### config.mk
export PLATFORM = sky130hd
export DESIGN_NAME = ide_sector_ctrl
export DESIGN_NICKNAME = d
export VERILOG_FILES = /design/src/rtl/ide_pkg.sv /design/src/rtl/ide_bus_cycle.sv /design/src/rtl/ide_sector_ctrl.sv
export SDC_FILE = /design/constraint.sdc
export NUM_CORES = 1
export LEC_CHECK = 0
export ABC_CLOCK_PERIOD_IN_PS = 2700
export BUFFER_PORTS_ARGS = -buffer_cell sky130_fd_sc_hd__buf_2
export CAP_MARGIN = 20
export CORE_MARGIN = 2
export CORE_UTILIZATION = 55
export CTS_BUF_LIST = sky130_fd_sc_hd__clkbuf_4
export CTS_CLUSTER_SIZE = 8
export DETAILED_ROUTE_END_ITERATION = 8
export GPL_ROUTABILITY_DRIVEN = 1
export PLACE_DENSITY_LB_ADDON = 0.12
export SLEW_MARGIN = 20
export SYNTH_ARGS = -nofsm -noshare
export SYNTH_HDL_FRONTEND = slang
export SYNTH_SLANG_ARGS = --single-unit
### constraint.sdc
create_clock -name clk -period 2.7 [get_ports clk]
set_input_delay 0.27 -clock clk [delete_from_list [all_inputs] [get_ports clk]]
set_output_delay 0.27 -clock clk [all_outputs]
set_load 0.02 [all_outputs]
### src/rtl/ide_pkg.sv
// Shared constants and state encodings for the IDE sector controller.
// Task-file register map, command codes, status bit positions and FSM states.
package ide_pkg;

    localparam logic [2:0] IDE_REG_DATA  = 3'd0;
    localparam logic [2:0] IDE_REG_COUNT = 3'd2;
    localparam logic [2:0] IDE_REG_LBA0  = 3'd3;
    localparam logic [2:0] IDE_REG_LBA1  = 3'd4;
    localparam logic [2:0] IDE_REG_LBA2  = 3'd5;
    localparam logic [2:0] IDE_REG_CMD   = 3'd7;

    localparam logic [7:0] IDE_CMD_READ  = 8'h20;
    localparam logic [7:0] IDE_CMD_WRITE = 8'h30;

    localparam int unsigned IDE_ST_BSY = 7;
    localparam int unsigned IDE_ST_DRQ = 3;
    localparam int unsigned IDE_ST_ERR = 0;

    typedef enum logic [3:0] {
        ST_IDLE,
        ST_SET_CNT,
        ST_SET_LBA0,
        ST_SET_LBA1,
        ST_SET_LBA2,
        ST_SET_CMD,
        ST_POLL,
        ST_XFER,
        ST_FINISH,
        ST_ERROR
    } ctrl_state_e;

    typedef enum logic [1:0] {
        BUS_IDLE,
        BUS_SETUP,
        BUS_STROBE,
        BUS_HOLD
    } bus_phase_e;

endpackage

### src/rtl/ide_bus_cycle.sv
// One IDE task-file access: SETUP, STROBE_CYCLES of oe_n/we_n low, HOLD.
// Address, write data and direction are latched at start and held for the access.
module ide_bus_cycle
    import ide_pkg::*;
#(
    parameter int unsigned STROBE_CYCLES = 2
) (
    input  logic       clk,
    input  logic       arst,
    input  logic       start,
    input  logic       rw,
    input  logic [2:0] addr,
    input  logic [7:0] wdata,
    output logic       busy,
    output logic       last,
    output logic [7:0] rdata,
    output logic       rdata_valid,
    output logic       ide_ce_n,
    output logic       ide_oe_n,
    output logic       ide_we_n,
    output logic [2:0] ide_addr,
    output logic [7:0] ide_wdata,
    output logic       ide_wdata_oe,
    input  logic [7:0] ide_rdata
);

    localparam int unsigned SW = (STROBE_CYCLES > 1) ? $clog2(STROBE_CYCLES) : 1;

    bus_phase_e phase_q, phase_d;
    logic [SW-1:0] strb_cnt_q, strb_cnt_d;
    logic rw_q, rw_d;
    logic [2:0] addr_q, addr_d;
    logic [7:0] wdata_q, wdata_d;
    logic [7:0] rdata_q, rdata_d;
    logic rdata_valid_q, rdata_valid_d;

    always_comb begin
        phase_d       = phase_q;
        strb_cnt_d    = strb_cnt_q;
        rw_d          = rw_q;
        addr_d        = addr_q;
        wdata_d       = wdata_q;
        rdata_d       = rdata_q;
        rdata_valid_d = 1'b0;
        case (phase_q)
            BUS_IDLE: begin
                if (start) begin
                    phase_d = BUS_SETUP;
                    rw_d    = rw;
                    addr_d  = addr;
                    wdata_d = wdata;
                end
            end
            BUS_SETUP: begin
                phase_d    = BUS_STROBE;
                strb_cnt_d = '0;
            end
            BUS_STROBE: begin
                if (strb_cnt_q == SW'(STROBE_CYCLES - 1)) begin
                    phase_d = BUS_HOLD;
                    if (!rw_q) begin
                        rdata_d       = ide_rdata;
                        rdata_valid_d = 1'b1;
                    end
                end else begin
                    strb_cnt_d = strb_cnt_q + 1'b1;
                end
            end
            BUS_HOLD: phase_d = BUS_IDLE;
            default:  phase_d = BUS_IDLE;
        endcase
    end

    always_ff @(posedge clk or posedge arst) begin
        if (arst) begin
            phase_q       <= BUS_IDLE;
            strb_cnt_q    <= '0;
            rw_q          <= 1'b0;
            addr_q        <= '0;
            wdata_q       <= '0;
            rdata_q       <= '0;
            rdata_valid_q <= 1'b0;
        end else begin
            phase_q       <= phase_d;
            strb_cnt_q    <= strb_cnt_d;
            rw_q          <= rw_d;
            addr_q        <= addr_d;
            wdata_q       <= wdata_d;
            rdata_q       <= rdata_d;
            rdata_valid_q <= rdata_valid_d;
        end
    end

    assign busy         = (phase_q != BUS_IDLE);
    assign last         = (phase_q == BUS_HOLD);
    assign rdata        = rdata_q;
    assign rdata_valid  = rdata_valid_q;
    assign ide_ce_n     = (phase_q == BUS_IDLE);
    assign ide_oe_n     = !((phase_q == BUS_STROBE) && !rw_q);
    assign ide_we_n     = !((phase_q == BUS_STROBE) && rw_q);
    assign ide_addr     = addr_q;
    assign ide_wdata    = wdata_q;
    assign ide_wdata_oe = rw_q && (phase_q != BUS_IDLE);

endmodule

### src/rtl/ide_sector_ctrl.sv
// Single-sector LBA read/write sequencer for the 8-bit IDE task-file bus.
// Programs count/LBA/command, polls status, then streams SECTOR_BYTES data bytes.
module ide_sector_ctrl
    import ide_pkg::*;
#(
    parameter int unsigned STROBE_CYCLES = 2,
    parameter int unsigned POLL_TIMEOUT  = 1024,
    parameter int unsigned SECTOR_BYTES  = 512
) (
    input  logic        clk,
    input  logic        arst,
    input  logic        cmd_valid,
    output logic        cmd_ready,
    input  logic        cmd_write,
    input  logic [23:0] cmd_lba,
    output logic [7:0]  rd_data,
    output logic        rd_valid,
    input  logic        rd_ready,
    input  logic [7:0]  wr_data,
    input  logic        wr_valid,
    output logic        wr_ready,
    output logic        done,
    output logic        error,
    output logic        ide_ce_n,
    output logic        ide_oe_n,
    output logic        ide_we_n,
    output logic [2:0]  ide_addr,
    output logic [7:0]  ide_wdata,
    output logic        ide_wdata_oe,
    input  logic [7:0]  ide_rdata
);

    localparam int unsigned PW = $clog2(POLL_TIMEOUT + 1);
    localparam int unsigned CW = $clog2(SECTOR_BYTES) + 1;

    ctrl_state_e state_q, state_d;
    logic          write_q, write_d;
    logic [23:0]   lba_q, lba_d;
    logic          error_q, error_d;
    logic [7:0]    rd_data_q, rd_data_d;
    logic          rd_valid_q, rd_valid_d;
    logic [CW-1:0] byte_cnt_q, byte_cnt_d;
    logic [PW-1:0] poll_cnt_q, poll_cnt_d;

    logic       bus_start, bus_rw, bus_busy, bus_last, bus_rdata_valid;
    logic [2:0] bus_addr;
    logic [7:0] bus_wdata, bus_rdata;

    assign wr_ready = (state_q == ST_XFER) && write_q && !bus_busy;

    always_comb begin
        state_d    = state_q;
        write_d    = write_q;
        lba_d      = lba_q;
        error_d    = error_q;
        rd_data_d  = rd_data_q;
        rd_valid_d = rd_valid_q;
        byte_cnt_d = byte_cnt_q;
        poll_cnt_d = poll_cnt_q;
        bus_start  = 1'b0;
        bus_rw     = 1'b1;
        bus_addr   = IDE_REG_DATA;
        bus_wdata  = '0;
        done       = 1'b0;
        case (state_q)
            ST_IDLE: begin
                if (cmd_valid) begin
                    write_d    = cmd_write;
                    lba_d      = cmd_lba;
                    error_d    = 1'b0;
                    byte_cnt_d = '0;
                    poll_cnt_d = '0;
                    state_d    = ST_SET_CNT;
                end
            end
            ST_SET_CNT: begin
                bus_addr  = IDE_REG_COUNT;
                bus_wdata = 8'h01;
                bus_start = !bus_busy;
                if (bus_last) state_d = ST_SET_LBA0;
            end
            ST_SET_LBA0: begin
                bus_addr  = IDE_REG_LBA0;
                bus_wdata = lba_q[7:0];
                bus_start = !bus_busy;
                if (bus_last) state_d = ST_SET_LBA1;
            end
            ST_SET_LBA1: begin
                bus_addr  = IDE_REG_LBA1;
                bus_wdata = lba_q[15:8];
                bus_start = !bus_busy;
                if (bus_last) state_d = ST_SET_LBA2;
            end
            ST_SET_LBA2: begin
                bus_addr  = IDE_REG_LBA2;
                bus_wdata = lba_q[23:16];
                bus_start = !bus_busy;
                if (bus_last) state_d = ST_SET_CMD;
            end
            ST_SET_CMD: begin
                bus_addr  = IDE_REG_CMD;
                bus_wdata = write_q ? IDE_CMD_WRITE : IDE_CMD_READ;
                bus_start = !bus_busy;
                if (bus_last) state_d = ST_POLL;
            end
            ST_POLL: begin
                bus_rw    = 1'b0;
                bus_addr  = IDE_REG_CMD;
                bus_start = !bus_busy;
                // ERR wins over DRQ; the timeout is checked only on failed polls
                if (bus_rdata_valid) begin
                    if (bus_rdata[IDE_ST_ERR]) begin
                        error_d = 1'b1;
                        state_d = ST_ERROR;
                    end else if (!bus_rdata[IDE_ST_BSY] && bus_rdata[IDE_ST_DRQ]) begin
                        state_d = ST_XFER;
                    end else if (poll_cnt_q == PW'(POLL_TIMEOUT - 1)) begin
                        error_d = 1'b1;
                        state_d = ST_ERROR;
                    end else begin
                        poll_cnt_d = poll_cnt_q + 1'b1;
                    end
                end
            end
            ST_XFER: begin
                bus_addr = IDE_REG_DATA;
                if (write_q) begin
                    bus_wdata = wr_data;
                    bus_start = wr_valid && wr_ready;
                    if (bus_last) begin
                        if (byte_cnt_q == CW'(SECTOR_BYTES - 1)) state_d = ST_FINISH;
                        else byte_cnt_d = byte_cnt_q + 1'b1;
                    end
                end else begin
                    bus_rw    = 1'b0;
                    bus_start = !bus_busy && !rd_valid_q;
                    if (bus_rdata_valid) begin
                        rd_data_d  = bus_rdata;
                        rd_valid_d = 1'b1;
                    end
                    if (rd_valid_q && rd_ready) begin
                        rd_valid_d = 1'b0;
                        if (byte_cnt_q == CW'(SECTOR_BYTES - 1)) state_d = ST_FINISH;
                        else byte_cnt_d = byte_cnt_q + 1'b1;
                    end
                end
            end
            ST_FINISH: begin
                done       = 1'b1;
                rd_valid_d = 1'b0;
                state_d    = ST_IDLE;
            end
            ST_ERROR: begin
                done       = 1'b1;
                rd_valid_d = 1'b0;
                state_d    = ST_IDLE;
            end
            default: state_d = ST_IDLE;
        endcase
    end

    always_ff @(posedge clk or posedge arst) begin
        if (arst) begin
            state_q    <= ST_IDLE;
            write_q    <= 1'b0;
            lba_q      <= '0;
            error_q    <= 1'b0;
            rd_data_q  <= '0;
            rd_valid_q <= 1'b0;
            byte_cnt_q <= '0;
            poll_cnt_q <= '0;
        end else begin
            state_q    <= state_d;
            write_q    <= write_d;
            lba_q      <= lba_d;
            error_q    <= error_d;
            rd_data_q  <= rd_data_d;
            rd_valid_q <= rd_valid_d;
            byte_cnt_q <= byte_cnt_d;
            poll_cnt_q <= poll_cnt_d;
        end
    end

    assign cmd_ready = (state_q == ST_IDLE);
    assign rd_data   = rd_data_q;
    assign rd_valid  = rd_valid_q;
    assign error     = error_q;

    ide_bus_cycle #(.STROBE_CYCLES(STROBE_CYCLES)) u_bus (
        .clk          (clk),
        .arst         (arst),
        .start        (bus_start),
        .rw           (bus_rw),
        .addr         (bus_addr),
        .wdata        (bus_wdata),
        .busy         (bus_busy),
        .last         (bus_last),
        .rdata        (bus_rdata),
        .rdata_valid  (bus_rdata_valid),
        .ide_ce_n     (ide_ce_n),
        .ide_oe_n     (ide_oe_n),
        .ide_we_n     (ide_we_n),
        .ide_addr     (ide_addr),
        .ide_wdata    (ide_wdata),
        .ide_wdata_oe (ide_wdata_oe),
        .ide_rdata    (ide_rdata)
    );

endmodule

==> flow_metrics.env, run 1 <==
export IMPL_run_status="complete, no violations"
export IMPL_first_pass_iters=5
export IMPL_cts_repair_resize_count=0
export IMPL_yosys_area_top_type="dfrtp_1"
export IMPL_final_nets=571
export IMPL_hold_viol=0
export IMPL_die_area_mm2=0.00822
export IMPL_ioPinCount=74
export IMPL_die_w_um=90.7
export IMPL_area_delta_synth_final_pct=16.1
export IMPL_wl_per_cell_um=15.3
export IMPL_synth_top_area_share_pct=50.9
export IMPL_tns_ns=0
export IMPL_antenna_cells=0
export IMPL_holdPathStages=3
export IMPL_drt_antenna_violating_nets=0
export IMPL_ir_drop_mv=0.395
export IMPL_cp_data_arrival_time_ns=2.17
export IMPL_end_kind="primary output"
export IMPL_fin_crit_sh_pct=90.5
export IMPL_drt_initial_drc_count=172
export IMPL_leakagePower_nw=2.45
export IMPL_synthTopCellsByCount="nand2_1 (136), dfrtp_1 (84), nor2_1 (17)"
export IMPL_ctsRootBufferMaster="clkbuf_4"
export IMPL_max_freq_mhz=409
export IMPL_cts_htree_levels=3
export IMPL_syn_inst=441
export IMPL_port_buffers=73
export IMPL_ys_seq_area_share_pct=50.9
export IMPL_cts_hold_fix_buffers=1
export IMPL_viasPerCell=5.61
export IMPL_grt_pass1_wl_mm=16.3
export IMPL_totalWireLength_mm=9.51
export IMPL_async_reset_ff_share_pct=100
export IMPL_fin_skew_ns=0.0157
export IMPL_synthTopCellsByArea="dfrtp_1 (51%), nand2_1 (12%), mux2_2 (3.0%)"
export IMPL_worstPathCellList="nand4b_1 -> nor2_1 -> and2_1 -> buf_2"
export IMPL_grt_total_usage_pct=24.7
export IMPL_power_density_mw_per_mm2=1000
export IMPL_min_period_ns=2.44
export IMPL_r2r_cells=5
export IMPL_rsz0062_at_grt="no"
export IMPL_post_cts_buffers=0
export IMPL_cts_buffer_depth=2
export IMPL_maxCapViolations=0
export IMPL_synth_fp_nets=493
export IMPL_yosysUniqueCellTypes=56
export IMPL_route_detailed_drc=0
export IMPL_ys_flop_type="dfrtp_1"
export IMPL_start_util_pct=56.9
export IMPL_setup_violations=0
export IMPL_fillers=641
export IMPL_row_count=31
export IMPL_antenna_found_initial=0
export IMPL_slowest_stage="dfrtp_1"
export IMPL_clk_latency_ns=0.43
export IMPL_synth_edf_count=0
export IMPL_post_synth_top_count_cell="nand2_1"
export IMPL_crit_type="register to primary output"
export IMPL_drive_gt1_share_pct=23.5
export IMPL_critPathMaxFanout=14
export IMPL_max_stage_delay_ns=0.65
export IMPL_multi_input_area_mm2=0.00189
export IMPL_first_global_vias=3415
export IMPL_gr_total_overflow=0
export IMPL_core_area_mm2=0.00725
export IMPL_numClockSinks=84
export IMPL_synth_seq_cells=84
export IMPL_ys_warn_count=0
export IMPL_cts_tree="done"
export IMPL_cts_made_buffers=9
export IMPL_worst_pin_slew_ns=0.983
export IMPL_slew_viol_final=0
export IMPL_grt_max_degree=51
export IMPL_holdCritPathClass="input port to register"
export IMPL_mappedNetlistArea_mm2=0.00413
export IMPL_crit_path_start_kind="register"
export IMPL_dp_hpwl_mm=6.65
export IMPL_required_ns=2.43
export IMPL_clk_pin_slew_ns=0.14
export IMPL_gp_congestion=0.846
export IMPL_slew_headroom_pct=34.0
export IMPL_register_area_mm2=0.00210
export IMPL_die_h_um=90.7
export IMPL_syn_avg_cell_area_um2=9.37
export IMPL_fin_hold_ws_ns=0.0129
export IMPL_vias=3497
## stage by stage
stage	instances	power [mW]	area, um^2	utilization [%]	worst slack (ns)
floorplan	441	3.48	4130	-	0.265
global placement	606	4.03	4650	64.1	0.508
detailed placement	606	4.09	4650	64.1	0.397
CTS	623	4.81	4790	66.1	0.266
global route	623	5.20	4800	66.1	0.118
finish	623	4.81	4800	66.1	0.256
## worst max-delay path, delay by kind of cell (launching register included)
family / cells / cell delay (ns)
flops: 1 / 0.65
buf+inv: 1 / 0.16
simple gates: 3 / 0.93
## layout make-up
type / count / area share [%]
well taps: 99 / 2.58
clock buffers: 9 / 1.41
inverters: 14 / 1.12
flip-flops and latches: 84 / 43.8
clock inverters: 7 / 1.41
multi-input cells: 322 / 39.4
repair buffers: 88 / 10.3
## per-layer routing
metal | track usage (%) | wire, um | vias to the layer above
li1 | - | - | 1693
met1 | 34.8 | 4400 | 1683
met2 | 39.4 | 4410 | 108
met3 | 3.76 | 550 | 13
met4 | 8.46 | 159 | 0
met5 | 0 | 0 | -
## report_power, final
group	internal, mW	switching, mW	leakage, nW
registers	1.67	0.310	1.09
clock network	0.278	0.437	0.0710
logic	0.843	1.27	1.28
total	2.80	2.02	2.45
## registers in the layout (all words and copies together) (netlist names), 2 cells and up
register and count:
state_q 4, poll_cnt_q 11, u_bus.rdata 8, u_bus.ide_addr 3, lba_q 24, rd_data 8, u_bus.phase_q 2, byte_cnt_q 10
u_bus.ide_wdata 8
## cells in the final DEF (no fill, tap or decap), types with 2 or more instances in the layout
| master | Yosys | routed |
|---|---|---|
| a2111oi_0 | 5 | 5 |
| a21oi_1 | 15 | 14 |
| a222oi_1 | 7 | 7 |
| a22o_1 | 8 | 8 |
| a22oi_1 | 2 | 2 |
| and2_1 | 4 | 4 |
| and3_1 | 6 | 6 |
| and4_1 | 3 | 3 |
| buf_2 | 9 | 73 |
| buf_4 | 0 | 13 |
| clkbuf_4 | 0 | 9 |
| clkinv_1 | 1 | 3 |
| clkinv_2 | 0 | 2 |
| clkinv_4 | 0 | 2 |
| dfrtp_1 | 84 | 84 |
| ha_1 | 6 | 6 |
| inv_1 | 13 | 12 |
| mux2_2 | 11 | 11 |
| mux2i_1 | 4 | 4 |
| nand2_1 | 136 | 136 |
| nand2b_1 | 6 | 6 |
| nand3_1 | 8 | 8 |
| nand4_1 | 5 | 5 |
| nor2_1 | 17 | 17 |
| nor2b_1 | 4 | 4 |
| nor3_1 | 10 | 10 |
| o21a_1 | 2 | 2 |
| o21ai_0 | 15 | 15 |
| o31ai_1 | 8 | 8 |
| o41ai_1 | 2 | 2 |
| or3_1 | 5 | 5 |
| or4_1 | 2 | 2 |
| xnor2_1 | 6 | 6 |
## worst paths after layout
kind / slack [ns] / from / to
worst max-delay path: 0.26 / state_q[2] / wr_ready
max in group asynchronous: 1.59 / arst / poll_cnt_q[7]
min in group asynchronous: 0.44 / arst / u_bus.rdata[6]
worst min-delay path: 0.01 / cmd_lba[8] / lba_q[8]
worst max register to register: 0.40 / state_q[2] / u_bus.ide_wdata[2]
worst min register to register: 0.49 / u_bus.rdata[4] / u_bus.rdata[4]
## logic make-up after synthesis
kind of cell / count (synthesis) / share of synthesized area (%)
and+or+nand+nor: 216 / 24.1
DFF: 84 / 50.9
AOI/OAI and AO/OA: 77 / 14.0
buffers and inverters: 35 / 3.45
muxes: 16 / 4.33
xor gates and xnor gates: 7 / 1.48
adders and majority gates: 6 / 1.82
No activity file was read; power rests on OpenSTA's default activity.
==> inputs of run 2 (changes only) <==
ABC_CLOCK_PERIOD_IN_PS = 2900   (was 2700)
CTS_CLUSTER_SIZE = 28   (was 8)
clock period = 2.9 ns   (was 2.7 ns; I/O delays follow)
==> flow_metrics.env, run 2 (synthesized netlist as in run 1, its figures left out) <==
export IMPL_run_status="complete, no violations"
export IMPL_start_util_pct=56.9
export IMPL_required_ns=3.27
export IMPL_route_detailed_drc=0
export IMPL_crit_path_frequent_cell="a21oi_1"
export IMPL_cp_data_arrival_time_ns=2.86
export IMPL_fin_hold_ws_ns=0.0394
export IMPL_first_pass_iters=6
export IMPL_final_area_mm2=0.00476
export IMPL_ctsRootBufferMaster="clkbuf_4"
export IMPL_wl_met3_um=599
export IMPL_clk_latency_ns=0.43
export IMPL_layout_common_cells="nand2_1 (136), dfrtp_1 (84), buf_2 (73)"
export IMPL_die_h_um=90.7
export IMPL_final_cells=615
export IMPL_wl_met1_mm=4.22
export IMPL_slew_headroom_pct=26.5
export IMPL_final_nets=565
export IMPL_antenna_cells=0
export IMPL_tns_ns=0
export IMPL_critPathMaxFanout=20
export IMPL_wl_per_cell_um=15.3
export IMPL_end_kind="register"
export IMPL_maxCapViolations=0
export IMPL_drive_gt1_share_pct=22.5
export IMPL_antenna_found_initial=0
export IMPL_r2r_cells=5
export IMPL_min_period_ns=2.50
export IMPL_leakagePower_nw=2.43
export IMPL_clk_pin_slew_ns=0.14
export IMPL_crit_path_start_kind="register"
export IMPL_fin_crit_sh_pct=86.1
export IMPL_reg_largest_list="lba_q: 24 flops, poll_cnt_q: 11 flops, byte_cnt_q: 10 flops"
export IMPL_cts_hold_fix_buffers=1
export IMPL_largest_reg_flops=24
export IMPL_dp_hpwl_mm=6.56
export IMPL_die_area_mm2=0.00822
export IMPL_port_buffers=73
export IMPL_totalWireLength_mm=9.39
export IMPL_min_from="cmd_lba[8]"
export IMPL_area_delta_synth_final_pct=15.2
export IMPL_grt_total_usage_pct=24.5
export IMPL_holdPathStages=3
export IMPL_dr_wl_met2_mm=4.40
export IMPL_slowest_stage="dfrtp_1"
export IMPL_crit_type="register to register"
export IMPL_ioPinCount=74
export IMPL_cp_startpoint="state_q[2]"
export IMPL_hold_viol=0
export IMPL_grt_pass1_wl_mm=16.2
export IMPL_post_cts_buffers=0
export IMPL_placed_cells=600
export IMPL_core_area_mm2=0.00725
export IMPL_fin_skew_ns=0.0158
export IMPL_ir_drop_mv=0.384
export IMPL_slew_viol_final=0
export IMPL_largest_register="lba_q"
export IMPL_timing_rr_start="state_q[2]"
export IMPL_cts_buffer_depth=2
export IMPL_cts_tree="done"
export IMPL_holdCritPathClass="input port to register"
export IMPL_max_stage_delay_ns=0.74
export IMPL_setup_violations=0
export IMPL_grt_max_degree=46
export IMPL_drt_antenna_violating_nets=0
export IMPL_power_density_mw_per_mm2=943
export IMPL_rsz0062_at_grt="no"
export IMPL_row_count=31
export IMPL_numClockSinks=84
export IMPL_die_w_um=90.7
export IMPL_max_freq_mhz=401
export IMPL_cts_htree_levels=3
export IMPL_worst_pin_slew_ns=1.10
export IMPL_gr_total_overflow=0
export IMPL_cts_repair_resize_count=0
export IMPL_power_mw=4.49
export IMPL_worstPathCellList="nand4b_1 -> a41oi_1 -> a21oi_1 -> or4_1 -> a21oi_1"
export IMPL_first_global_vias=3463
export IMPL_gp_congestion=0.866
export IMPL_top_layer_used="met4"
export IMPL_layout_commonest_cell="nand2_1"
export IMPL_fillers=628
export IMPL_cts_made_buffers=9
export IMPL_placed_area_mm2=0.00460
export IMPL_vias=3478
export IMPL_viasPerCell=5.66
export IMPL_drt_initial_drc_count=245
-- run 2: changes by cell type in the layout (fill, tap and decap cells not counted) --
| cell | change |
|---|---|
| clkinv_4 | -1 |
| a21oi_1 | +1 |
| clkinvlp_4 | -1 |
| buf_4 | -6 |
| clkinv_1 | -2 |
| bufinv_16 | +1 |
| a21oi_2 | -1 |
| clkinv_2 | +1 |
-- run 2: through the flow --
stage	util (%)	worst slack (ns)
after detailed placement	63.5	0.445
final	65.6	0.404
after global placement	63.5	0.572
after floorplan	-	0.445
after global routing	65.6	0.205
after CTS	65.6	0.422
-- run 2: layout make-up --
cell class | instances | area [um^2] | area share [%]
clock buffer | 9 | 67.6 | 1.42
clock inverter | 5 | 78.8 | 1.66
inverter | 14 | 53.8 | 1.13
multi-input combinational | 322 | 1890 | 39.6
sequential | 84 | 2100 | 44.2
tap | 99 | 124 | 2.60
timing repair buffer | 82 | 448 | 9.41
-- run 2: worst paths after layout --
check / slack [ns] / end
worst max-delay path: 0.40 / byte_cnt_q[5]
max in group asynchronous: 1.73 / state_q[0]
worst min register to register: 0.49 / u_bus.rdata[6]
worst min-delay path: 0.04 / lba_q[8]
min in group asynchronous: 0.51 / rd_data[4]
worst max register to register: 0.40 / byte_cnt_q[5]
-- run 2: per-layer routing --
layer  global-route usage, %  up-vias
li1                        -     1681
met1                    33.9     1680
met2                    38.2      102
met3                    5.51       15
met4                    8.46        0
met5                       0        -
-- run 2: where the power goes --
part           switching [mW]  internal, mW
Clock                   0.402         0.339
Combinational            1.10         0.741
Sequential              0.354          1.56
-- run 2: critical path: cells and delay by family (launching register included) --
kind | cells | cell delay [ns]
compound gates | 3 | 0.84
simple gates | 2 | 0.87
flops | 1 | 0.74
==> inputs of run 3 (changes only) <==
CAP_MARGIN = default   (was 20)
CORE_UTILIZATION = 29   (was 55)
==> flow_metrics.env, run 3 (synthesized netlist as in run 1, its figures left out) <==
export IMPL_fillers=1489
export IMPL_layout_common_cells="nand2_1 (136), dfrtp_1 (84), buf_2 (73)"
export IMPL_wl_met1_mm=5.45
export IMPL_cts_made_buffers=9
export IMPL_run_status="complete, no violations"
export IMPL_slew_headroom_pct=54.3
export IMPL_drt_initial_drc_count=151
export IMPL_r2r_cells=6
export IMPL_drt_antenna_violating_nets=0
export IMPL_row_count=43
export IMPL_grt_pass1_wl_mm=17.5
export IMPL_antenna_found_initial=1
export IMPL_holdPathStages=3
export IMPL_drive_gt1_share_pct=22.2
export IMPL_gr_total_overflow=0
export IMPL_final_nets=584
export IMPL_ctsRootBufferMaster="clkbuf_4"
export IMPL_cts_buffer_depth=2
export IMPL_power_density_mw_per_mm2=894
export IMPL_first_pass_iters=7
export IMPL_dr_wl_met2_mm=4.79
export IMPL_grt_max_degree=50
export IMPL_required_ns=2.61
export IMPL_clk_pin_slew_ns=0.13
export IMPL_numClockSinks=84
export IMPL_first_global_vias=3407
export IMPL_fin_crit_sh_pct=86.1
export IMPL_cts_htree_levels=3
export IMPL_hold_viol=0
export IMPL_rsz0062_at_grt="no"
export IMPL_layout_commonest_cell="nand2_1"
export IMPL_route_detailed_drc=0
export IMPL_maxCapViolations=0
export IMPL_ioPinCount=74
export IMPL_end_kind="primary output"
export IMPL_clk_latency_ns=0.45
export IMPL_gp_congestion=0.766
export IMPL_grt_total_usage_pct=15.1
export IMPL_cp_data_arrival_time_ns=2.21
export IMPL_max_freq_mhz=400
export IMPL_slew_viol_final=0
export IMPL_vias=3431
export IMPL_cts_hold_fix_buffers=17
export IMPL_area_delta_synth_final_pct=21.6
export IMPL_cts_repair_resize_count=0
export IMPL_setup_violations=0
export IMPL_crit_type="register to primary output"
export IMPL_die_area_mm2=0.0152
export IMPL_tns_ns=0
export IMPL_min_period_ns=2.50
export IMPL_critPathMaxFanout=20
export IMPL_post_cts_buffers=0
export IMPL_wl_met3_um=394
export IMPL_totalWireLength_mm=10.8
export IMPL_dp_hpwl_mm=7.49
export IMPL_port_buffers=73
export IMPL_top_layer_used="met4"
export IMPL_largest_register="lba_q"
export IMPL_wl_per_cell_um=15.1
export IMPL_fin_skew_ns=0.0116
export IMPL_crit_path_start_kind="register"
export IMPL_core_area_mm2=0.0139
export IMPL_die_w_um=123
export IMPL_start_util_pct=29.8
export IMPL_worst_pin_slew_ns=0.686
export IMPL_leakagePower_nw=2.50
export IMPL_largest_reg_flops=24
export IMPL_viasPerCell=4.79
export IMPL_die_h_um=123
export IMPL_fin_util_pct=36.2
export IMPL_ir_drop_mv=0.248
export IMPL_reg_largest_list="lba_q: 24 flops, poll_cnt_q: 11 flops, byte_cnt_q: 10 flops"
export IMPL_holdCritPathClass="input port to register"
export IMPL_cts_tree="done"
run 3: area by class of cell:
type                            count  area (um^2)  share of cell area [%]
Clock buffer                       11         82.6                    1.64
Clock inverter                      3         40.0                   0.797
Tap cell                          180          225                    4.48
Timing Repair Buffer              101          631                    12.6
Inverter                           14         53.8                    1.07
Sequential cell                    84         2100                    41.9
Antenna cell                        1         2.50                  0.0498
Multi-Input combinational cell    322         1890                    37.5
run 3: where the power goes:
| group | total, mW | internal [mW] | switching (mW) |
|---|---|---|---|
| combinational | 1.91 | 0.774 | 1.13 |
| sequential | 1.91 | 1.56 | 0.352 |
| clock | 0.672 | 0.271 | 0.401 |
run 3: worst paths after layout:
| path | from | end | slack [ns] |
|---|---|---|---|
| max | state_q[2] | wr_ready | 0.40 |
| min reg2reg | u_bus.rdata[1] | u_bus.rdata[1] | 0.48 |
| max in group asynchronous | arst | poll_cnt_q[6] | 1.75 |
| min in group asynchronous | arst | lba_q[17] | 0.45 |
| max reg2reg | state_q[2] | byte_cnt_q[5] | 0.48 |
| min | cmd_lba[0] | lba_q[0] | 0.03 |
run 3: through the flow:
stage	hold slack (ns)	area [um^2]	cells	power (mW)	setup WS, ns
final	0.0284	5020	716	4.49	0.403
after global routing	0.00287	5020	716	4.86	0.223
after CTS	0.00127	5020	715	4.55	0.390
after detailed placement	0.411	4730	684	3.84	0.557
after global placement	0.410	4730	684	3.82	0.621
after floorplan	0.395	4130	441	3.24	0.445
run 3: worst max-delay path, stage by stage, from the launching register on:
cell      delay (ns)
dfrtp_1         0.77
nand4b_1        0.31
nor2_1          0.17
buf_4           0.21
and2_1          0.14
buf_2           0.15
run 3: layer usage:
metal	vias to the layer above	track usage (%)
li1	1717	-
met1	1625	21.4
met2	76	22.7
met3	13	2.44
met4	0	6.39
met5	-	0
